<file path="src/rtl/otter_io_pkg.sv">
// rtl/otter_io_pkg.sv - shared register offsets and bit positions for OTTER IOBUS peripherals
package otter_io_pkg;

    localparam logic [31:0] TMR_BASE_DEFAULT = 32'h1100_D000;

    localparam logic [31:0] TMR_OFS_CTRL   = 32'h0000_0000;
    localparam logic [31:0] TMR_OFS_PRESC  = 32'h0000_0004;
    localparam logic [31:0] TMR_OFS_RELOAD = 32'h0000_0008;
    localparam logic [31:0] TMR_OFS_COUNT  = 32'h0000_000C;
    localparam logic [31:0] TMR_OFS_STATUS = 32'h0000_0010;

    localparam int CTRL_EN       = 0;
    localparam int CTRL_PERIODIC = 1;
    localparam int CTRL_IE       = 2;
    localparam int STATUS_EXP    = 0;

    // Full 32-bit match; anything outside the exact word is not ours.
    function automatic logic addr_hit(input logic [31:0] addr,
                                      input logic [31:0] base,
                                      input logic [31:0] ofs);
        return addr == (base + ofs);
    endfunction

endpackage

</file>
<file path="src/rtl/tmr_prescaler.sv">
// rtl/tmr_prescaler.sv - clock divider producing one tick every presc+1 enabled clocks
module tmr_prescaler #(
    parameter int PS_W = 16
) (
    input  logic            clk,
    input  logic            RST,
    input  logic            en,
    input  logic            clr,
    input  logic [PS_W-1:0] presc,
    output logic            tick
);

    logic [PS_W-1:0] pcnt;
    logic            at_top;

    assign at_top = (pcnt == presc);
    // A control write restarts the divider and swallows any tick on that edge.
    assign tick   = en & ~clr & at_top;

    always_ff @(posedge clk) begin
        if (RST || clr || !en) begin
            pcnt <= '0;
        end else if (at_top) begin
            pcnt <= '0;
        end else begin
            pcnt <= pcnt + 1'b1;
        end
    end

endmodule

</file>
<file path="src/rtl/otter_iobus_timer.sv">
// rtl/otter_iobus_timer.sv - memory-mapped countdown timer on the OTTER IOBUS
module otter_iobus_timer
    import otter_io_pkg::*;
#(
    parameter logic [31:0] BASE_ADDR = TMR_BASE_DEFAULT,
    parameter int          PS_W      = 16
) (
    input  logic        clk,
    input  logic        RST,
    input  logic [31:0] IOBUS_ADDR,
    input  logic [31:0] IOBUS_OUT,
    input  logic        IOBUS_WR,
    output logic [31:0] IOBUS_IN,
    output logic        INTR
);

    logic            sel_ctrl, sel_presc, sel_reload, sel_count, sel_status;
    logic            wr_ctrl, wr_presc, wr_reload, wr_count, wr_status;
    logic            ctrl_en, ctrl_periodic, ctrl_ie;
    logic [PS_W-1:0] presc_q;
    logic [31:0]     reload_q;
    logic [31:0]     count_q;
    logic            exp_q;
    logic            tick;
    logic            enable_rise;
    logic            expire;

    assign sel_ctrl   = addr_hit(IOBUS_ADDR, BASE_ADDR, TMR_OFS_CTRL);
    assign sel_presc  = addr_hit(IOBUS_ADDR, BASE_ADDR, TMR_OFS_PRESC);
    assign sel_reload = addr_hit(IOBUS_ADDR, BASE_ADDR, TMR_OFS_RELOAD);
    assign sel_count  = addr_hit(IOBUS_ADDR, BASE_ADDR, TMR_OFS_COUNT);
    assign sel_status = addr_hit(IOBUS_ADDR, BASE_ADDR, TMR_OFS_STATUS);

    assign wr_ctrl   = IOBUS_WR & sel_ctrl;
    assign wr_presc  = IOBUS_WR & sel_presc;
    assign wr_reload = IOBUS_WR & sel_reload;
    assign wr_count  = IOBUS_WR & sel_count;
    assign wr_status = IOBUS_WR & sel_status;

    tmr_prescaler #(
        .PS_W (PS_W)
    ) u_prescaler (
        .clk   (clk),
        .RST   (RST),
        .en    (ctrl_en),
        .clr   (wr_ctrl),
        .presc (presc_q),
        .tick  (tick)
    );

    assign enable_rise = wr_ctrl & IOBUS_OUT[CTRL_EN] & ~ctrl_en;
    // A direct COUNT write on a tick edge takes priority, so expiry is not judged then.
    assign expire      = tick & (count_q == 32'd0) & ~wr_count;

    always_ff @(posedge clk) begin
        if (RST) begin
            ctrl_en       <= 1'b0;
            ctrl_periodic <= 1'b0;
            ctrl_ie       <= 1'b0;
            presc_q       <= '0;
            reload_q      <= '0;
            count_q       <= '0;
            exp_q         <= 1'b0;
        end else begin
            if (wr_ctrl) begin
                ctrl_en       <= IOBUS_OUT[CTRL_EN];
                ctrl_periodic <= IOBUS_OUT[CTRL_PERIODIC];
                ctrl_ie       <= IOBUS_OUT[CTRL_IE];
            end else if (expire && !ctrl_periodic) begin
                ctrl_en <= 1'b0;
            end

            if (wr_presc) begin
                presc_q <= IOBUS_OUT[PS_W-1:0];
            end

            if (wr_reload) begin
                reload_q <= IOBUS_OUT;
            end

            // reload_q is read before any same-edge RELOAD write lands.
            if (wr_count) begin
                count_q <= IOBUS_OUT;
            end else if (enable_rise) begin
                count_q <= reload_q;
            end else if (tick) begin
                if (count_q != 32'd0) begin
                    count_q <= count_q - 32'd1;
                end else if (ctrl_periodic) begin
                    count_q <= reload_q;
                end
            end

            if (expire) begin
                exp_q <= 1'b1;
            end else if (wr_status && IOBUS_OUT[STATUS_EXP]) begin
                exp_q <= 1'b0;
            end
        end
    end

    always_comb begin
        IOBUS_IN = 32'd0;
        if (sel_ctrl) begin
            IOBUS_IN[CTRL_EN]       = ctrl_en;
            IOBUS_IN[CTRL_PERIODIC] = ctrl_periodic;
            IOBUS_IN[CTRL_IE]       = ctrl_ie;
        end else if (sel_presc) begin
            IOBUS_IN = 32'(presc_q);
        end else if (sel_reload) begin
            IOBUS_IN = reload_q;
        end else if (sel_count) begin
            IOBUS_IN = count_q;
        end else if (sel_status) begin
            IOBUS_IN[STATUS_EXP] = exp_q;
        end
    end

    assign INTR = exp_q & ctrl_ie;

endmodule

</file>
<file path="config.mk">
export PLATFORM = sky130hd
export DESIGN_NAME = otter_iobus_timer
export DESIGN_NICKNAME = d
export VERILOG_FILES = /design/src/rtl/otter_io_pkg.sv /design/src/rtl/tmr_prescaler.sv /design/src/rtl/otter_iobus_timer.sv
export SDC_FILE = /design/constraint.sdc
export NUM_CORES = 1
export LEC_CHECK = 0
export ABC_CLOCK_PERIOD_IN_PS = 6250
export CAP_MARGIN = 20
export CORE_ASPECT_RATIO = 1.5
export CORE_MARGIN = 8
export CORE_UTILIZATION = 35
export CTS_CLUSTER_SIZE = 10
export DETAILED_ROUTE_END_ITERATION = 8
export PLACE_DENSITY = 0.66
export SLEW_MARGIN = 30
export SYNTH_ARGS = -nofsm -noshare
export SYNTH_HDL_FRONTEND = slang
export SYNTH_SLANG_ARGS = --single-unit
</file>
<file path="constraint.sdc">
create_clock -name clk -period 6.25 [get_ports clk]
set_input_delay 1.25 -clock clk [delete_from_list [all_inputs] [get_ports clk]]
set_output_delay 1.25 -clock clk [all_outputs]
set_load 0.01 [all_outputs]
</file>
==> impl_results.md <==
- H-tree levels: 3
- First-pass GRT wire length: 28.7 mm
- Layout area overhead: 24.9%
- Post-DR vias/cell: 5.45
- Peak VDD IR: 0.000120 V
- Remaining antenna violation count after routing: 0
- Cts repair resizes: 0
- CP Class: primary input to output pin
- Setup-failing EPs final: 0
- Post-Synthesis Cells: 710
- Seq/Total Area, Yosys: 35.2%
- Count of different cell masters after synthesis: 55
- Critical Path Slowest Stage Cell: and3_1
- Crit. End Element: output pin
- Antenna violations before repair: 0
- Worst R2R Setup Slack: 3.33 ns
- Reg clk slew, reported paths: 0.07 ns
- Slew Viols, Final: 0
- Total gr overflow: 0
- Clk_lat worst skew: 0.35 ns
- Fin Hold WS: 0.464 ns
- Final WS setup: 0.853 ns
- Reg2reg start: count_q[0]
- Worst Max-Slew Pin Slew: 0.840 ns
- WHS Endpoint: ctrl_ie
- Clock Path Buffers: 2
- Share of post-route cells with drive strength above 1: 7.47%
- Core Rows: 57
- Pre-antenna DRT Iters: 5
- Layout Skew: 0.00507 ns
- Fmax: 185 MHz
- Outcome: finished clean
- # IOs: 100
- Initial Util: 35.4%
- Wirelength per Cell: 17.9 um
- Num CTS Buffers: 9
- Fin. Hold Viols: 0
- YS warnings: 0
- CORE AREA: 16,000 um2
- CTS tree: built
- Routability Congestion: 0.857
- Startpoint types: primary input
- Primary FF master, synth: dfxtp_1
- Cells along the critical path: clkdlybuf4s50_1, nor4b_1, nand4_1, nor2_1, and3_1, a22o_1, a22o_1, clkdlybuf4s50_1
- Clock Root Buffer: clkbuf_16
- Hold Path Class: flip-flop to flip-flop
- Reg-to-reg endpoint: count_q[10]
- Hold path start: ctrl_ie
- Share of the synthesized area in the top cell type: 35.2%
- Die H: 172 um
- # port buffers: 99
- DP Worst Slack: 0.860 ns
- Post-cts hold buffer count: 0
- Vias after detailed routing: 5,424
- Post-CTS Setup Bufs: 0
- Die area: 20,700 um2
- RSZ-0062 raised after global routing: false
- Async S/R FF share, synth: 0%
- Final nets: 855
- Slowest stage delay, CP: 0.58 ns
- CP Max Fanout: 13
- CTS sink cnt: 100
- Slew HR: 43.9%
- Synth top area cells: dfxtp_1 (35%), nand2_1 (7.3%), a21oi_1 (6.9%), xnor2_1 (5.4%), mux2i_1 (5.1%)
- Critical Path RT: 5.00 ns
- Min-Delay Path Depth: 2
- Flops & latches, synth: 100
- Max_cap viols: 0
- LEAKAGE: 2.49 nW
- Bufs and invs on worst path: 2
- Largest delay share family, worst path: simple AND/OR/NAND/NOR gates
- Syn_nets: 780
- Synth Cell Area: 5690 um2
- PwrDens: 181 nW/um2
- Post-route DRC: 0
- Die Wd: 120 um
- Inserted Diodes: 0
- Final worst-path cycle share: 86.3%
- Vias in the first global route: 5,461
- Setup TNS: 0 ns
- EDFF count, synth: 0
- WL final: 17.8 mm
- Dpl hpwl: 12.9 mm
- DP Area: 6800 um2
- Yosys top cell by area: dfxtp_1
- Synthesized area per cell: 8.01 um2
- Worst reg2reg path depth: 9
- Initial drt markers: 332
- Largest net degree at the start of global routing: 57
- CP arrival: 4.15 ns
- Finished layout cell area: 7100 um2
- Gr usage total: 17.3%
- Minimum clock period: 5.40 ns
kinds of logic after synthesis:
| kind of cell | Yosys count | synth area share (%) |
|---|---|---|
| and+or+nand+nor | 283 | 25.0 |
| adders and majority gates | 3 | 0.660 |
| xor gates and xnor gates | 58 | 8.93 |
| AOI/OAI and AO/OA | 182 | 20.4 |
| muxes | 30 | 5.30 |
| buffers and inverters | 54 | 4.51 |
| DFF | 100 | 35.2 |
placed cells by master (no fill, tap or decap), types with 2 or more instances in the layout:
cell type	count
inv_1	7
and2_1	3
nand3_1	14
o21ai_0	6
nor3_4	3
nor4_1	9
ha_1	3
clkbuf_16	9
and3_1	6
buf_4	12
xnor2_1	35
clkdlybuf4s50_1	97
or3_1	4
xor2_1	23
nor2_1	70
buf_2	2
nor4b_1	3
a21oi_1	78
nor3_1	14
a22oi_1	31
nor3_2	2
a22o_1	27
nand4_1	18
and4_1	2
dfxtp_1	100
o21ai_2	8
or4_4	2
o31ai_1	2
nand2_1	111
clkinvlp_4	2
nor4b_2	2
or4_1	4
o21ai_1	20
nor4_2	5
nor3b_1	2
o22ai_1	3
mux2i_1	29
clkinv_2	2
worst min-delay path, delay by kind of cell (launching register included):
kind / cells / cell delay, ns
AND/OR/NAND/NOR: 1 / 0.05
AO/OA/AOI/OAI: 1 / 0.05
flip-flops: 1 / 0.31
metrics by stage:
| stage | power, mW | utilization (%) | instances |
|---|---|---|---|
| 2_1_floorplan | 0.675 | - | 710 |
| 3_3_place_gp | 0.730 | 42.4 | 980 |
| 3_5_place_dp | 0.730 | 42.4 | 980 |
| 4_1_cts | 1.29 | 44.2 | 996 |
| 5_1_grt | 1.32 | 44.2 | 996 |
| 6_report | 1.29 | 44.2 | 996 |
worst max path at each step:
stage | start | endpoint | slack [ns] | cells after the start
6_report | IOBUS_ADDR[26] | IOBUS_IN[10] | 0.85 | 8
5_1_grt | IOBUS_ADDR[25] | IOBUS_IN[14] | 0.64 | 8
4_1_cts | IOBUS_ADDR[26] | IOBUS_IN[14] | 0.86 | 8
3_5_place_dp | IOBUS_ADDR[26] | IOBUS_IN[14] | 0.86 | 8
3_3_place_gp | IOBUS_ADDR[26] | IOBUS_IN[14] | 0.88 | 8
2_1_floorplan | IOBUS_ADDR[26] | IOBUS_IN[10] | 2.12 | 7
per-layer routing:
metal / part of all wire (%) / GRT usage, %
met1: 41 / 20.1
met2: 52 / 31.4
met3: 3.5 / 1.67
met4: 3.2 / 8.29
met5: 0 / 0
layout make-up:
class | instances | area (um2)
Inverter | 7 | 26.3
Fill cell | 1628 | 8950
Sequential cell | 100 | 2000
Multi-Input combinational cell | 556 | 3440
Timing Repair Buffer | 111 | 1070
Clock buffer | 10 | 239
Clock inverter | 6 | 63.8
Tap cell | 206 | 258
state kept, by name, summed over array words and instances, names as in the netlist:
register and cells:
ctrl_periodic 1, ctrl_en 1, reload_q 32, presc_q 16, exp_q 1, u_prescaler.pcnt 16
ctrl_ie 1, count_q 32
power by group:
part           internal [mW]  switching (mW)
Combinational         0.0430          0.0362
Clock                  0.321           0.249
Sequential             0.637  0.000000000126
cell usage after synthesis, types with 2 or more instances:
cell and number:
nand2_1 111, dfxtp_1 100, a21oi_1 78, nor2_1 70
xnor2_1 35, a22oi_1 31, mux2i_1 29, a22o_1 27
clkbuf_1 25, xor2_1 23, o21ai_1 20, nand4_1 18
nor3_1 15, nand3_1 14, buf_2 13, nor4_1 9
o21ai_2 8, inv_1 7, and3_1 6, o21ai_0 6
nor4_2 5, buf_6 4, or3_1 4, or4_1 4
and2_1 3, buf_1 3, ha_1 3, nor4b_1 3
o22ai_1 3, and4_1 2, nor3_2 2, nor3_4 2
nor3b_1 2, nor4b_2 2, o31ai_1 2, or4_4 2
Note: power is estimated with default switching activity, not from simulation.
